`src/rtl/clksel_pkg.sv`:
```
// Shared types and constants for the CPU clock-select controller.
// Holds the state encoding, register address, host windows and CTRL fields.
package clksel_pkg;

  typedef enum logic [1:0] {
    ST_FAST      = 2'd0,
    ST_SLOW_WAIT = 2'd1,
    ST_SLOW      = 2'd2,
    ST_FAST_WAIT = 2'd3
  } state_t;

  localparam logic [23:0] CTRL_ADR  = 24'h00FEFF;
  localparam logic [7:0]  HOST_BANK = 8'h00;

  localparam logic [15:0] IO_LO  = 16'hFC00;
  localparam logic [15:0] IO_HI  = 16'hFEFE;
  localparam logic [15:0] SHD_LO = 16'h3000;
  localparam logic [15:0] SHD_HI = 16'h7FFF;

  localparam int DIV_LSB    = 0;
  localparam int TURBO_BIT  = 2;
  localparam int SHADOW_BIT = 3;
  localparam int HOLD_LSB   = 4;

  function automatic logic in_rng(
    input logic [15:0] a,
    input logic [15:0] lo,
    input logic [15:0] hi
  );
    return (a >= lo) && (a <= hi);
  endfunction

endpackage

```
`src/rtl/clksel_ctrl_sync.sv`:
```
// Two-flop synchroniser for the clock-switch acknowledges.
// Clears to 0 on reset so no stale acknowledge is seen afterwards.
module sync_2ff (
  input  logic cpuclk,
  input  logic rst_b,
  input  logic d,
  output logic q
);

  logic meta;

  always_ff @(posedge cpuclk or negedge rst_b) begin
    if (!rst_b) begin
      meta <= 1'b0;
      q    <= 1'b0;
    end else begin
      meta <= d;
      q    <= meta;
    end
  end

endmodule

```
`src/rtl/clksel_ctrl.sv`:
```
// CPU clock-select controller: drops to the slow clock for host cycles
// and returns to the fast clock after a programmable idle hold.
module clksel_ctrl
  import clksel_pkg::*;
(
  input  logic        cpuclk,
  input  logic        rst_b,
  input  logic [23:0] cpu_adr,
  input  logic        vda,
  input  logic        vpa,
  input  logic        rnw,
  input  logic [7:0]  cpu_data_in,
  input  logic        hsclk_selected,
  input  logic        lsclk_selected,
  output logic        hsclk_sel,
  output logic [1:0]  cpuclk_div_sel,
  output logic [7:0]  cpu_data_out,
  output logic        cpu_data_oe,
  output logic        host_access
);

  state_t      state;
  logic [7:0]  ctrl_q;
  logic [3:0]  cnt;
  logic        valid;
  logic        ctrl_hit;
  logic        host_hit;
  logic        hs_ack;
  logic        ls_ack;
  logic        turbo_en;
  logic        shadow_en;
  logic [3:0]  hold_cnt;
  logic [1:0]  div_sel;
  logic [15:0] ofs;

  sync_2ff u_hs_sync (
    .cpuclk (cpuclk),
    .rst_b  (rst_b),
    .d      (hsclk_selected),
    .q      (hs_ack)
  );

  sync_2ff u_ls_sync (
    .cpuclk (cpuclk),
    .rst_b  (rst_b),
    .d      (lsclk_selected),
    .q      (ls_ack)
  );

  assign valid     = vda | vpa;
  assign ofs       = cpu_adr[15:0];
  assign ctrl_hit  = valid && (cpu_adr == CTRL_ADR);
  assign turbo_en  = ctrl_q[TURBO_BIT];
  assign shadow_en = ctrl_q[SHADOW_BIT];
  assign hold_cnt  = ctrl_q[HOLD_LSB +: 4];
  assign div_sel   = ctrl_q[DIV_LSB +: 2];

  always_comb begin
    host_hit = 1'b0;
    if (valid && (cpu_adr[23:16] == HOST_BANK)) begin
      host_hit = in_rng(ofs, IO_LO, IO_HI)
              || (!shadow_en && in_rng(ofs, SHD_LO, SHD_HI));
    end
  end

  assign host_access  = host_hit;
  assign cpu_data_oe  = ctrl_hit && rnw;
  assign cpu_data_out = cpu_data_oe ? ctrl_q : 8'h00;

  // Combinational so a host cycle drops the fast clock in its own cycle.
  assign hsclk_sel = ((state == ST_FAST) || (state == ST_FAST_WAIT))
                  && !host_hit;

  always_ff @(posedge cpuclk or negedge rst_b) begin
    if (!rst_b) begin
      ctrl_q <= 8'h00;
    end else if (ctrl_hit && !rnw) begin
      ctrl_q <= cpu_data_in;
    end
  end

  always_ff @(posedge cpuclk or negedge rst_b) begin
    if (!rst_b) begin
      state          <= ST_SLOW;
      cnt            <= 4'd0;
      cpuclk_div_sel <= 2'b00;
    end else begin
      unique case (state)
        ST_FAST: begin
          if (host_hit || !turbo_en) state <= ST_SLOW_WAIT;
        end
        ST_SLOW_WAIT: begin
          if (ls_ack) begin
            state <= ST_SLOW;
            cnt   <= hold_cnt;
          end
        end
        ST_SLOW: begin
          // Divider only moves while the fast clock is off.
          cpuclk_div_sel <= div_sel;
          if (host_hit) begin
            cnt <= hold_cnt;
          end else begin
            if (cnt != 4'd0) cnt <= cnt - 4'd1;
            if ((cnt == 4'd0) && turbo_en) state <= ST_FAST_WAIT;
          end
        end
        ST_FAST_WAIT: begin
          if (host_hit || !turbo_en) state <= ST_SLOW_WAIT;
          else if (hs_ack)           state <= ST_FAST;
        end
        default: state <= ST_SLOW;
      endcase
    end
  end

endmodule
```
`config.mk`:
```
export PLATFORM = sky130hd
export DESIGN_NAME = clksel_ctrl
export DESIGN_NICKNAME = d
export VERILOG_FILES = /design/src/rtl/clksel_pkg.sv /design/src/rtl/clksel_ctrl_sync.sv /design/src/rtl/clksel_ctrl.sv
export SDC_FILE = /design/constraint.sdc
export NUM_CORES = 1
export LEC_CHECK = 0
export BUFFER_PORTS_ARGS = -buffer_cell sky130_fd_sc_hd__buf_2
export CAP_MARGIN = 10
export CORE_MARGIN = 2
export CORE_UTILIZATION = 46
export CTS_CLUSTER_SIZE = 25
export DETAILED_ROUTE_END_ITERATION = 7
export PLACE_DENSITY = 0.78
export SLEW_MARGIN = 20
export SYNTH_ARGS = -nofsm -noshare
export SYNTH_HDL_FRONTEND = slang
export SYNTH_SLANG_ARGS = --single-unit
```
`constraint.sdc`:
```
create_clock -name cpuclk -period 3.1 [get_ports cpuclk]
set_clock_uncertainty 0.1 [all_clocks]
set_input_delay 0.155 -clock cpuclk [delete_from_list [all_inputs] [get_ports cpuclk]]
set_output_delay 0.155 -clock cpuclk [all_outputs]
set_load 0.02 [all_outputs]
```
==> flow_summary.json <==
{
  "antenna_found_initial": 0,
  "worst_pin_slew_ns": 0.539,
  "grt_pass1_vias": 960,
  "synth-seq-cells": 20,
  "final_common_cell": "buf_2",
  "met3_length_um": 174,
  "rows": 18,
  "final_nets": 216,
  "grt_max_degree": 21,
  "synthMuxAreaShare_pct": 14.5,
  "syn_area_per_cell_sq_um": 11.0,
  "synth_fa_ha_area_share_pct": 6.47,
  "setup_violations": 0,
  "via_count": 1046,
  "drc": 0,
  "post-route-period-util_pct": 76.4,
  "dr.pass1.iters": 4,
  "synth_xor_area_share_pct": 0,
  "r2r-start": "cnt[0]$_DFFE_PN0P_",
  "status": "complete, no violations",
  "num_antenna_cells": 0,
  "worstSetupStartpointType": "register",
  "hold_viol_final": 0,
  "die-area_sq_mm": 0.00294,
  "overflow": 0,
  "min_period_ns": 2.37,
  "yosysUniqueCellTypes": 37,
  "drive_gt1_share_pct": 42.9,
  "postRouteAntennaNets": 0,
  "ir_worst_vdd_v": 0.000521,
  "gp_congestion": 0.871,
  "met2_length_um": 1360,
  "synth.top_cell.area_share_pct": 41.0,
  "synth_top_family_by_area": "simple AND/OR/NAND/NOR gates",
  "setup_tns_ns": 0,
  "root_buffer": "clkbuf_4",
  "dpl-instance-area_sq_mm": 0.00145,
  "htreeDepth": 1,
  "timing.rr.end": "state[1]$_DFFE_PN1P_",
  "rsz0062_at_grt": "no",
  "cts_sinks": 20,
  "p_leak_nw": 0.844,
  "synthCells": 105,
  "first_iter_violations": 8,
  "required_ns": 3.24,
  "hpwl_um": 2050,
  "power_density_mw_per_mm2": 593,
  "relSlewSlack_pct": 64.0,
  "portBuffers": 51,
  "top_layer_used": "met4",
  "syn_area_sq_mm": 0.00116,
  "endpoint_kind": "register",
  "cts-buffers-inserted": 3,
  "initial_utilization_pct": 47.7,
  "area_delta_synth_final_pct": 37.5,
  "fp.dieW_um": 54.2,
  "finalInstanceArea_sq_mm": 0.00160,
  "holdCritPathClass": "primary input to async pin",
  "synth_largest_area_cell": "dfrtp_1",
  "synth_simple_gate_area_share_pct": 18.7,
  "wl_met1_um": 1040,
  "yosysSeqAreaShare_pct": 43.3,
  "synthesis.nets": 150,
  "worstSetupPathType": "register to register",
  "fmax_mhz": 422,
  "final_cell_mix": "buf_2, dfrtp_1, dlygate4sd3_1",
  "io_pins": 52,
  "clock_path_buffers": 2,
  "cap_violations": 0,
  "synth_compound_area_share_pct": 14.9,
  "grt_first_pass_wirelength_um": 4020,
  "worst_ep_arrival_time_ns": 2.51,
  "fp.coreArea_sq_mm": 0.00243,
  "die_y_um": 54.2,
  "wire_per_inst_um": 13.2,
  "critPathCapture": "state[1]$_DFFE_PN1P_",
  "path_max_fanout": 4,
  "grt_usage_pct": 18.8,
  "wirelength_um": 2630,
  "maxSlewViolCount": 0,
  "yosysWarnings": 0,
  "clkTransAtPathRegs_ns": 0.11,
  "worstRegToRegCells": 8,
  "post_cts_buffers": 0,
  "post_drt_via_cell_ratio": 5.23,
  "startpoint": "cnt[0]$_DFFE_PN0P_",
  "cts_tree": "done",
  "r2r_slack_ns": 0.73,
  "synth.area.top_cells": "dfrtp_1, mux2_2, ha_1",
  "clkLatencyLatePin_ns": 0.30
}
-- cells by family after synthesis --
logic type | Yosys count
simple gates | 37
compound gates | 20
mux | 15
flops | 20
buf+inv | 7
fa+ha+maj | 6
-- area by class of cell --
| type | count | area, sq um |
|---|---|---|
| clock buffers | 4 | 36.3 |
| fillers | 216 | 837 |
| inverters | 6 | 22.5 |
| multi-input cells | 78 | 632 |
| flip-flops and latches | 20 | 502 |
| well taps | 30 | 37.5 |
| repair buffers | 62 | 365 |
-- cells in the mapped netlist --
cell and number:
and3b_1 1, nor3b_1 1, a2111oi_2 1, o211a_1 2
mux2_4 1, nand2b_1 1, mux2i_1 4, dfrtp_1 19
nor2_2 1, or3b_1 1, or4_4 1, o2bb2ai_1 2
o21ai_0 4, nand4b_1 1, nor3_1 2, and2_1 9
a211o_1 1, nor4_1 4, a2bb2oi_1 2, ha_1 6
nor2_1 2, inv_1 6, o211ai_1 1, and4_1 1
a21oi_4 1, o21a_1 2, clkbuf_1 1, dfstp_2 1
o21ai_2 1, a32oi_1 1, o211ai_2 1, mux2_2 10
a21oi_1 1, nand2_1 9, nor2b_1 1, or2_1 1
nand3_1 1
-- critical path, cell delays in order (launching register included) --
cell and delay, ns:
dfrtp_1 0.43, inv_1 0.07, ha_1 0.20, or3b_1 0.42, or2_1 0.26, a211o_1 0.24, o211ai_2 0.08, o211a_1 0.21
mux2_4 0.30
-- registers in the layout, summed over array words and instances (netlist names) --
signal          flops
u_ls_sync.q         1
u_ls_sync.meta      1
cpuclk_div_sel      2
u_hs_sync.q         1
ctrl_q              8
u_hs_sync.meta      1
cnt                 4
state               2
-- power breakdown --
group          switching, W  internal (W)  total (W)
clock network     0.0000770     0.0000716   0.000149
registers         0.0000363      0.000306   0.000343
logic              0.000236      0.000219   0.000455
-- through the flow --
stage                     util (%)  setup slack [ns]  total power (W)  instances  hold slack [ns]
after detailed placement      59.6             0.756         0.000788        185           0.0226
final                         65.6             0.730         0.000946        200            0.238
after floorplan                  -             0.897         0.000670        105           -0.241
after global placement        59.6             0.846         0.000765        185           0.0114
after CTS                     65.6             0.741         0.000950        200            0.222
after global routing          65.6             0.625          0.00102        200            0.260
-- what timing repair did --
item | in CTS | in global routing
setup endpoints to repair | 0 | 0
hold endpoints to repair | 29 | 0
resized for setup | 0 | 0
hold buffers | 11 | 0
-- routing by layer --
layer / GRT usage (%) / up-vias
met5: 0 / -
met4: 6.67 / 0
met3: 2.19 / 6
met2: 32.3 / 35
met1: 24.4 / 491
li1: - / 514
-- worst min-delay path by stage --
stage                     startpoint                    end  slack (ns)
after floorplan                rst_b     cnt[0]$_DFFE_PN0P_       -0.24
after global placement         rst_b  ctrl_q[3]$_DFFE_PN0P_        0.01
after detailed placement       rst_b  ctrl_q[3]$_DFFE_PN0P_        0.02
after CTS                      rst_b  ctrl_q[3]$_DFFE_PN0P_        0.22
after global routing           rst_b   state[0]$_DFFE_PN0P_        0.26
final                          rst_b     cnt[2]$_DFFE_PN0P_        0.24
(Power assumes the default switching activity.)
